[src/rtl/mem_access_pkg.sv]
// Shared widths, flow/opcode encodings and MEM-stage FSM states for the rooth core.
package mem_access_pkg;
  localparam int CPU_WIDTH  = 32;
  localparam int FLOW_WIDTH = 2;
  localparam int NUM_LANES  = CPU_WIDTH / 8;

  localparam logic [FLOW_WIDTH-1:0] FLOW_WORK    = 2'd0;
  localparam logic [FLOW_WIDTH-1:0] FLOW_STOP    = 2'd1;
  localparam logic [FLOW_WIDTH-1:0] FLOW_REFRESH = 2'd2;

  localparam logic [6:0] OPC_LOAD  = 7'b0000011;
  localparam logic [6:0] OPC_STORE = 7'b0100011;

  localparam logic [1:0] SZ_B = 2'd0;
  localparam logic [1:0] SZ_H = 2'd1;
  localparam logic [1:0] SZ_W = 2'd2;

  typedef enum logic [2:0] {S_IDLE, S_ADDR, S_DATA, S_DRAIN, S_DONE} state_t;

  function automatic logic misaligned(input logic [1:0] sz, input logic [1:0] a);
    return (sz == SZ_H && a[0]) || (sz == SZ_W && a != 2'b00);
  endfunction
endpackage

[src/rtl/mem_access_lane_gen.sv]
// Per-byte-lane byte enable and store-data replication, plus alignment check.
module mem_lane_gen
  import mem_access_pkg::*;
(
  input  logic [1:0]           size,
  input  logic [1:0]           addr_lo,
  input  logic                 is_store,
  input  logic [CPU_WIDTH-1:0] wdata,
  output logic [NUM_LANES-1:0] be,
  output logic [CPU_WIDTH-1:0] lane_wdata,
  output logic                 misalign
);
  assign misalign = misaligned(size, addr_lo);

  for (genvar g = 0; g < NUM_LANES; g++) begin : g_lane
    localparam logic [1:0] LANE = 2'(g);
    // Halfword lanes pair up on addr[1]; only aligned halfwords reach the bus.
    assign be[g] = !is_store       ? 1'b1 :
                   (size == SZ_B)  ? (addr_lo == LANE) :
                   (size == SZ_H)  ? (addr_lo[1] == LANE[1]) : 1'b1;
    assign lane_wdata[8*g +: 8] = (is_store && size == SZ_B) ? wdata[7:0] :
                                  (is_store && size == SZ_H) ? wdata[8*(g%2) +: 8] :
                                  wdata[8*g +: 8];
  end
endmodule

[src/rtl/mem_access.sv]
// MEM stage: decodes load/store, runs the req/gnt/rvalid data-bus handshake and
// stalls the pipe until the access completes; feeds if_wb with the load word.
module mem_access
  import mem_access_pkg::*;
#(
  parameter int TIMEOUT_CYCLES = 255
) (
  input  logic                  clk,
  input  logic                  rst_n,
  input  logic [FLOW_WIDTH-1:0] flow_mem_i,
  input  logic [CPU_WIDTH-1:0]  inst_i,
  input  logic [CPU_WIDTH-1:0]  mem_addr_i,
  input  logic [CPU_WIDTH-1:0]  mem_wdata_i,
  output logic                  dbus_req_o,
  output logic                  dbus_we_o,
  output logic [CPU_WIDTH-1:0]  dbus_addr_o,
  output logic [NUM_LANES-1:0]  dbus_be_o,
  output logic [CPU_WIDTH-1:0]  dbus_wdata_o,
  input  logic                  dbus_gnt_i,
  input  logic                  dbus_rvalid_i,
  input  logic [CPU_WIDTH-1:0]  dbus_rdata_i,
  input  logic                  dbus_err_i,
  output logic                  stall_req_o,
  output logic [CPU_WIDTH-1:0]  data_mem_data_o,
  output logic [1:0]            mem_addr_index_o,
  output logic                  no_writing_mem_o,
  output logic                  misalign_o,
  output logic                  bus_err_o
);
  localparam int CNT_W = (TIMEOUT_CYCLES > 1) ? $clog2(TIMEOUT_CYCLES) : 1;

  state_t             state;
  logic [CNT_W-1:0]   cnt;
  logic               is_ld;
  logic               ld_ok;
  logic               is_load, is_store, mem_op, mis, issue, refresh, tmo;
  logic [NUM_LANES-1:0] be;
  logic [CPU_WIDTH-1:0] lane_wdata;
  logic               unused_bits;

  assign is_load  = inst_i[6:0] == OPC_LOAD;
  assign is_store = inst_i[6:0] == OPC_STORE;
  assign mem_op   = is_load || is_store;
  assign refresh  = flow_mem_i == FLOW_REFRESH;
  // Gated by rst_n so a held instruction cannot raise stall while in reset.
  assign issue    = rst_n && state == S_IDLE && mem_op && !mis && flow_mem_i == FLOW_WORK;
  assign tmo      = (TIMEOUT_CYCLES != 0) && (state == S_ADDR || state == S_DATA) &&
                    cnt == CNT_W'(TIMEOUT_CYCLES - 1);
  assign unused_bits = &{1'b0, inst_i[31:15], inst_i[11:7], inst_i[14]};

  mem_lane_gen u_lane (
    .size       (inst_i[13:12]),
    .addr_lo    (mem_addr_i[1:0]),
    .is_store   (is_store),
    .wdata      (mem_wdata_i),
    .be         (be),
    .lane_wdata (lane_wdata),
    .misalign   (mis)
  );

  assign stall_req_o = issue || state == S_ADDR || state == S_DATA || state == S_DRAIN;
  assign no_writing_mem_o = !(state == S_DONE && ld_ok);

  always_ff @(posedge clk or negedge rst_n) begin
    if (!rst_n) begin
      state            <= S_IDLE;
      cnt              <= '0;
      is_ld            <= 1'b0;
      ld_ok            <= 1'b0;
      dbus_req_o       <= 1'b0;
      dbus_we_o        <= 1'b0;
      dbus_addr_o      <= '0;
      dbus_be_o        <= '0;
      dbus_wdata_o     <= '0;
      data_mem_data_o  <= '0;
      mem_addr_index_o <= '0;
      misalign_o       <= 1'b0;
      bus_err_o        <= 1'b0;
    end else begin
      misalign_o <= 1'b0;
      bus_err_o  <= 1'b0;
      case (state)
        S_IDLE: begin
          if (issue) begin
            state            <= S_ADDR;
            cnt              <= '0;
            is_ld            <= is_load;
            ld_ok            <= 1'b0;
            dbus_req_o       <= 1'b1;
            dbus_we_o        <= is_store;
            dbus_addr_o      <= {mem_addr_i[CPU_WIDTH-1:2], 2'b00};
            dbus_be_o        <= be;
            dbus_wdata_o     <= lane_wdata;
            mem_addr_index_o <= mem_addr_i[1:0];
          end else if (mem_op && mis && flow_mem_i == FLOW_WORK) begin
            misalign_o <= 1'b1;
          end
        end
        S_ADDR: begin
          cnt <= cnt + 1'b1;
          if (dbus_gnt_i) begin
            // Accepted together with a flush: a response is still owed, so drain it.
            dbus_req_o <= 1'b0;
            state      <= refresh ? S_DRAIN : S_DATA;
          end else if (refresh) begin
            dbus_req_o <= 1'b0;
            state      <= S_IDLE;
          end else if (tmo) begin
            dbus_req_o <= 1'b0;
            bus_err_o  <= 1'b1;
            state      <= S_DONE;
          end
        end
        S_DATA: begin
          cnt <= cnt + 1'b1;
          if (refresh) begin
            state <= dbus_rvalid_i ? S_IDLE : S_DRAIN;
          end else if (dbus_rvalid_i) begin
            state <= S_DONE;
            if (dbus_err_i) begin
              bus_err_o <= 1'b1;
            end else if (is_ld) begin
              data_mem_data_o <= dbus_rdata_i;
              ld_ok           <= 1'b1;
            end
          end else if (tmo) begin
            bus_err_o <= 1'b1;
            state     <= S_DONE;
          end
        end
        S_DRAIN: if (dbus_rvalid_i) state <= S_IDLE;
        S_DONE:  if (flow_mem_i != FLOW_STOP) state <= S_IDLE;
        default: state <= S_IDLE;
      endcase
    end
  end
endmodule
[config.mk]
export PLATFORM = sky130hd
export DESIGN_NAME = mem_access
export DESIGN_NICKNAME = d
export VERILOG_FILES = /design/src/rtl/mem_access_pkg.sv /design/src/rtl/mem_access_lane_gen.sv /design/src/rtl/mem_access.sv
export SDC_FILE = /design/constraint.sdc
export NUM_CORES = 1
export LEC_CHECK = 0
export BUFFER_PORTS_ARGS = -buffer_cell sky130_fd_sc_hd__buf_4
export CAP_MARGIN = 15
export CORE_MARGIN = 4
export CORE_UTILIZATION = 50
export DETAILED_ROUTE_END_ITERATION = 6
export PLACE_DENSITY = 0.85
export SLEW_MARGIN = 20
export SYNTH_ARGS = -nofsm -noshare
export SYNTH_HDL_FRONTEND = slang
export SYNTH_SLANG_ARGS = --single-unit
[constraint.sdc]
create_clock -name clk -period 4.6 [get_ports clk]
set_clock_uncertainty 0.05 [all_clocks]
set_input_delay 0.69 -clock clk [delete_from_list [all_inputs] [get_ports clk]]
set_output_delay 0.69 -clock clk [all_outputs]
set_load 0.02 [all_outputs]
* After elaboration in Yosys (flattened, before gate mapping)
Index checks and enable logic that the tools add are counted.
** Storage, ports and cells
- Register bits after elaboration :: 117
- Output and inout port bits :: 108
- Logic and storage cells :: 123
- Input port bits :: 135
** Cells by class
- Equality and inequality tests :: 22
- Multiplexer cells :: 49
- Add/sub/neg operators :: 1
- Reduce and logical (&&, ||, !) cells :: 35
- Bitwise operators :: 3
** Operators with widths (number)
- $mux 8 :: 6
- $mux 1 :: 29
- $mux 3 :: 8
- $pmux 8 s2 :: 1
- $pmux 3 s5 :: 1
- $logic_and 1x1->1 :: 12
- $ne 2x2->1 const B :: 6
- $add 8x1->8 const B :: 1
- $eq 2x2->1 const B :: 4
- $eq 8x8->1 const B :: 1
- $reduce_bool 2->1 :: 4
- $eq 7x2->1 const B :: 1
- $eq 7x6->1 const B :: 1
- $eq 3x2->1 const B :: 2
- $logic_not 2->1 :: 3
- $logic_or 1x1->1 :: 6
- $pmux 1 s2 :: 3
- $reduce_and 3->1 :: 2
- $reduce_and 6->1 :: 1
- $reduce_and 5->1 :: 1
- $eq 2x1->1 const B :: 2
- $ne 2x1->1 const B :: 2
- $ne 4x4->1 const B :: 1
- $reduce_and 2->1 :: 2
- 7 further kinds :: 10

* Depth between registers and ports, before layout
- Depth in word-level cells :: 9
- Depth in mapped cells :: 8
- Mapped depth without buffers :: 6

* Hierarchy
From an unflattened synthesis, not the netlist that was laid out.
** Unflattened totals
- Cells, all modules :: 373
- Area, all modules :: 5257.5 um^2
** Modules (own cells, without submodules)
- mem_access :: area an instance 4688.2 um^2, times used 1, cells each 317, sequential area each 2927.8 um^2
- mem_lane_gen :: area an instance 569.3 um^2, times used 1, cells each 56, sequential area each 0.0 um^2

* Least setup slack after synthesis
OpenSTA, ideal clock, no wires.
- Kind :: input to output
- From :: input inst_i[4]
- To :: output stall_req_o
- Stages on the path :: 5
- Path buffers :: 1
- Path slack :: 1.639 ns
- Arrival :: 2.221 ns
- Data required time :: 3.860 ns
- Cell sequence :: or4_4 -> nor4_4 -> nand3_1 -> buf_2 -> o21ai_0
** On the way
- Word-level cells in the longest chain between the ends :: 8
- Elaborated cells on any way between the ends :: 9
- Classes of those cells :: eq/ne (2); reduce/logical (7)
** RTL lines
- start, declared :: RTL line mem_access.sv:11 : input logic [CPU_WIDTH-1:0] inst_i,
- $eq 7x2->1 or $eq 7x6->1 (tied branches) :: RTL line mem_access.sv:41, mem_access.sv:42
- $logic_or 1x1->1 (*) :: RTL line mem_access.sv:43 : assign mem_op = is_load || is_store;
- $logic_and 1x1->1 (*) (3 in series) :: RTL line mem_access.sv:46 : assign issue = rst_n && state == S_IDLE && mem_op && !mis && flow_mem_i == FLOW_WORK;
- $logic_or 1x1->1 (*) (3 in series) :: RTL line mem_access.sv:61 : assign stall_req_o = issue || state == S_ADDR || state == S_DATA || state == S_DRAIN;
- end, declared :: RTL line mem_access.sv:23 : output logic stall_req_o,
Every way passes the cells marked *; elsewhere a longest branch is shown, timed or not.

* Final worst setup path
- From :: register state[2]
- To :: output stall_req_o
** On the way
- Word-level cells in the longest chain between the ends :: 8
- Elaborated cells on any way between the ends :: 11
- Classes of those cells :: eq/ne (3); reduce/logical (8)
** RTL lines
- start, declared :: RTL line mem_access.sv:32 : state_t state;
- start signal, assigned :: RTL line mem_access.sv:104 : state <= refresh ? S_DRAIN : S_DATA;
- start signal, assigned :: RTL line mem_access.sv:117 : state <= dbus_rvalid_i ? S_IDLE : S_DRAIN;
- $logic_not 3->1 :: RTL line mem_access.sv:46
- $logic_and 1x1->1 (4 in series) :: RTL line mem_access.sv:46
- $logic_or 1x1->1 (2 in series) :: RTL line mem_access.sv:61
- $logic_or 1x1->1 (*) :: RTL line mem_access.sv:61
Marked as above.

==> results.md <==
- Slowest cell on crit path: nor4_4
- RSZ-0062 raised after global routing: false
- Met2 GRT Util: 0.393
- Largest net degree at the start of global routing: 69
- Setup Fix Bufs, Post-CTS: 0
- Synth cell types: 40
- Leak: 0.00378 µW
- Slowest stage delay, CP: 0.67 ns
- 1st-iter DRT viols: 118
- CTS tree: done
- Most frequent cells in the layout: 222 x buf_4, 117 x dfrtp_1, 96 x mux2_2
- PortBufs: 217
- Crit Path Max Fanout: 17
- Mean Syn Cell Area: 13.9 µm²
- Final core occ: 0.755
- Ports: 243
- Final setup TNS: 0 ns
- Post-Place Setup Slack: 1.05 ns
- Share of layout cells above drive strength 1: 0.591
- Average wire per standard cell: 17.9 µm
- Root buf cell: clkbuf_8
- Initial Util: 0.520
- Storage cell area: 2930 µm²
- Multi-input logic area: 2080 µm²
- Post_cts resized: 0
- Die height: 109 µm
- Residual DRC: 0
- Gr usage total: 0.228
- Antenna violations before repair: 0
- Total CTS buffers: 17
- Vias in the first global route: 4168
- Slew @ Worst Pin: 0.823 ns
- Final Hold Viols: 0
- # diodes: 0
- Clk_lat worst skew: 0.50 ns
- Max clock buf depth: 2
- Clock sink count: 117
- Placer congestion estimate: 0.889
- CP most frequent cell: buf_4
- Die ar.: 11900 µm²
- Final WL: 13200 µm
- Number of synthesized flops with an enable pin: 0
- # rows: 36
- Detail Route Antenna Nets: 0
- Drt first pass iters: 4
- Sequential area share after synthesis: 0.570
- Slew margin rel.: 0.451
- Global-route met3 utilization: 0.0763
- Post-route cell area: 7450 µm²
- Required time worst endpoint: 3.86 ns
- Synth Register Bits: 117
- Outcome: finished, final reports clean
- CP endpoint kind: primary output
- Post-Syn Instances: 369
- Most used routing layer: met2
- Most common library cell in the layout ignoring fill and taps: buf_4
- Nets@finish: 728
- Dpl hpwl: 9850 µm
- PD cells: 499 nW/µm²
- Final min period: 3.75 ns
- CTS HTree Levels: 4
- HP Class: in2async
- Hold Buf Count CTS: 0
- Tcrit/Tclk final: 0.816
- CP Cell Sequence: or4_4 -> nor4_4 -> nand3_1 -> buf_4 -> o21ai_0 -> buf_4
- Via count: 3830
- P&R area growth vs syn: 45.2%
- Critical path class: reg2out
- First-pass GRT wire length: 21000 µm
- VDD IR max: 0.391 mV
- Ys flop type: dfrtp_1
- Ys Warns: 0
- Core area: 9860 µm²
- Met1 global-route usage: 0.264
- Synth async-reset ratio: 1.00
- Total grt overflow: 0
- Filler cell count: 652
- Final WS setup: 0.848 ns
- Max-Cap Viols: 0
- Cell area after synthesis: 5130 µm²
- Vias/cell: 5.20
- Final Slew Violations: 0
- Final setup vio count: 0
- Die W: 109 µm
- Max Fclk: 267 MHz
- Clk slew on worst S/H paths: 0.06 ns
- Startpoint types: register
- Placed cell areas: 6870 µm²
- Critical path data arrival time: 3.01 ns
-- cell type report --
cell class | count | area share
sequential | 117 | 0.393
multi-input combinational | 228 | 0.279
timing repair buffer | 223 | 0.226
clock buffer | 23 | 0.0640
tap | 133 | 0.0223
clock inverter | 9 | 0.0134
inverter | 4 | 0.00202
-- report_power, final --
part	switching, µW	internal [µW]	leakage, µW
registers	156	1250	0.00155
clock network	438	822	0.000284
logic	530	518	0.00194
-- worst paths after layout --
| kind | slack [ns] | cells after the start | endpoint | from |
|---|---|---|---|---|
| max | 0.85 | 6 | stall_req_o | state[2]$_DFFE_PN0P_ |
| min | 0.21 | 1 | dbus_wdata_o[3]$_DFFE_PN0P_ | rst_n |
| max reg2reg | 1.23 | 5 | dbus_addr_o[23]$_DFFE_PN0P_ | state[2]$_DFFE_PN0P_ |
| min reg2reg | 0.44 | 1 | dbus_addr_o[6]$_DFFE_PN0P_ | dbus_addr_o[6]$_DFFE_PN0P_ |
| max in group asynchronous | 2.97 | 2 | dbus_wdata_o[9]$_DFFE_PN0P_ | rst_n |
| min in group clk | 0.35 | 2 | is_ld$_DFFE_PN0P_ | inst_i[5] |
-- logic make-up (layout without fill, tap and decap cells) --
family                   count (synthesis)  in the layout  synth area share
multiplexers                           127            127             0.276
flip-flops                             117            117             0.570
AND/OR/NAND/NOR                         53             53            0.0648
AO/OA/AOI/OAI                           36             36            0.0424
buffers and inverters                   25            259            0.0268
XOR/XNOR                                 8              8            0.0137
adder cells (fa/ha/maj)                  2              2           0.00487
other                                    1              2          0.000731
-- synth_stat cells, types with 3 or more instances --
library cell	number	area (µm²)
dfrtp_1	117	2930
mux2_2	96	1080
mux2_1	21	236
a31oi_1	13	81.3
nor2_1	12	45.0
a21oi_1	10	50.1
mux2i_1	10	100
buf_2	8	40.0
xnor2_1	8	70.1
nand2_1	7	26.3
clkbuf_1	6	22.5
buf_4	5	37.5
nand3_1	5	25.0
o21ai_0	5	25.0
inv_1	4	15.0
nor2b_1	4	25.0
nor3_1	3	15.0
nor3b_1	3	22.5
nor4_1	3	18.8
o31ai_1	3	22.5
-- sequential cells by signal, indices dropped and copies added, names as in the netlist --
register and count:
bus_err_o 1, cnt 8, data_mem_data_o 32, dbus_addr_o 30, dbus_be_o 4, dbus_req_o 1, dbus_wdata_o 32, dbus_we_o 1
is_ld 1, ld_ok 1, mem_addr_index_o 2, misalign_o 1, state 3
-- stage by stage --
stage                     total power (µW)  hold slack (ns)  std cells
after floorplan                       1980            0.344        370
after global placement                2430            0.419        705
after detailed placement              2480            0.426        705
after CTS                             3750            0.217        737
after global routing                  3900            0.251        737
final                                 3710            0.207        737
-- per-layer routing --
metal | vias up | wire [µm]
li1 | 1782 | -
met1 | 1894 | 4850
met2 | 130 | 7090
met3 | 24 | 1000
met4 | 0 | 287
met5 | - | 0
-- critical path, delay by kind of cell, from the launching register on --
family | cells | cell delay, ns
and+or+nand+nor | 3 | 1.43
DFF | 1 | 0.56
buffers and inverters | 2 | 0.42
AOI/OAI and AO/OA | 1 | 0.10
Note: power is estimated with default switching activity, not from simulation.
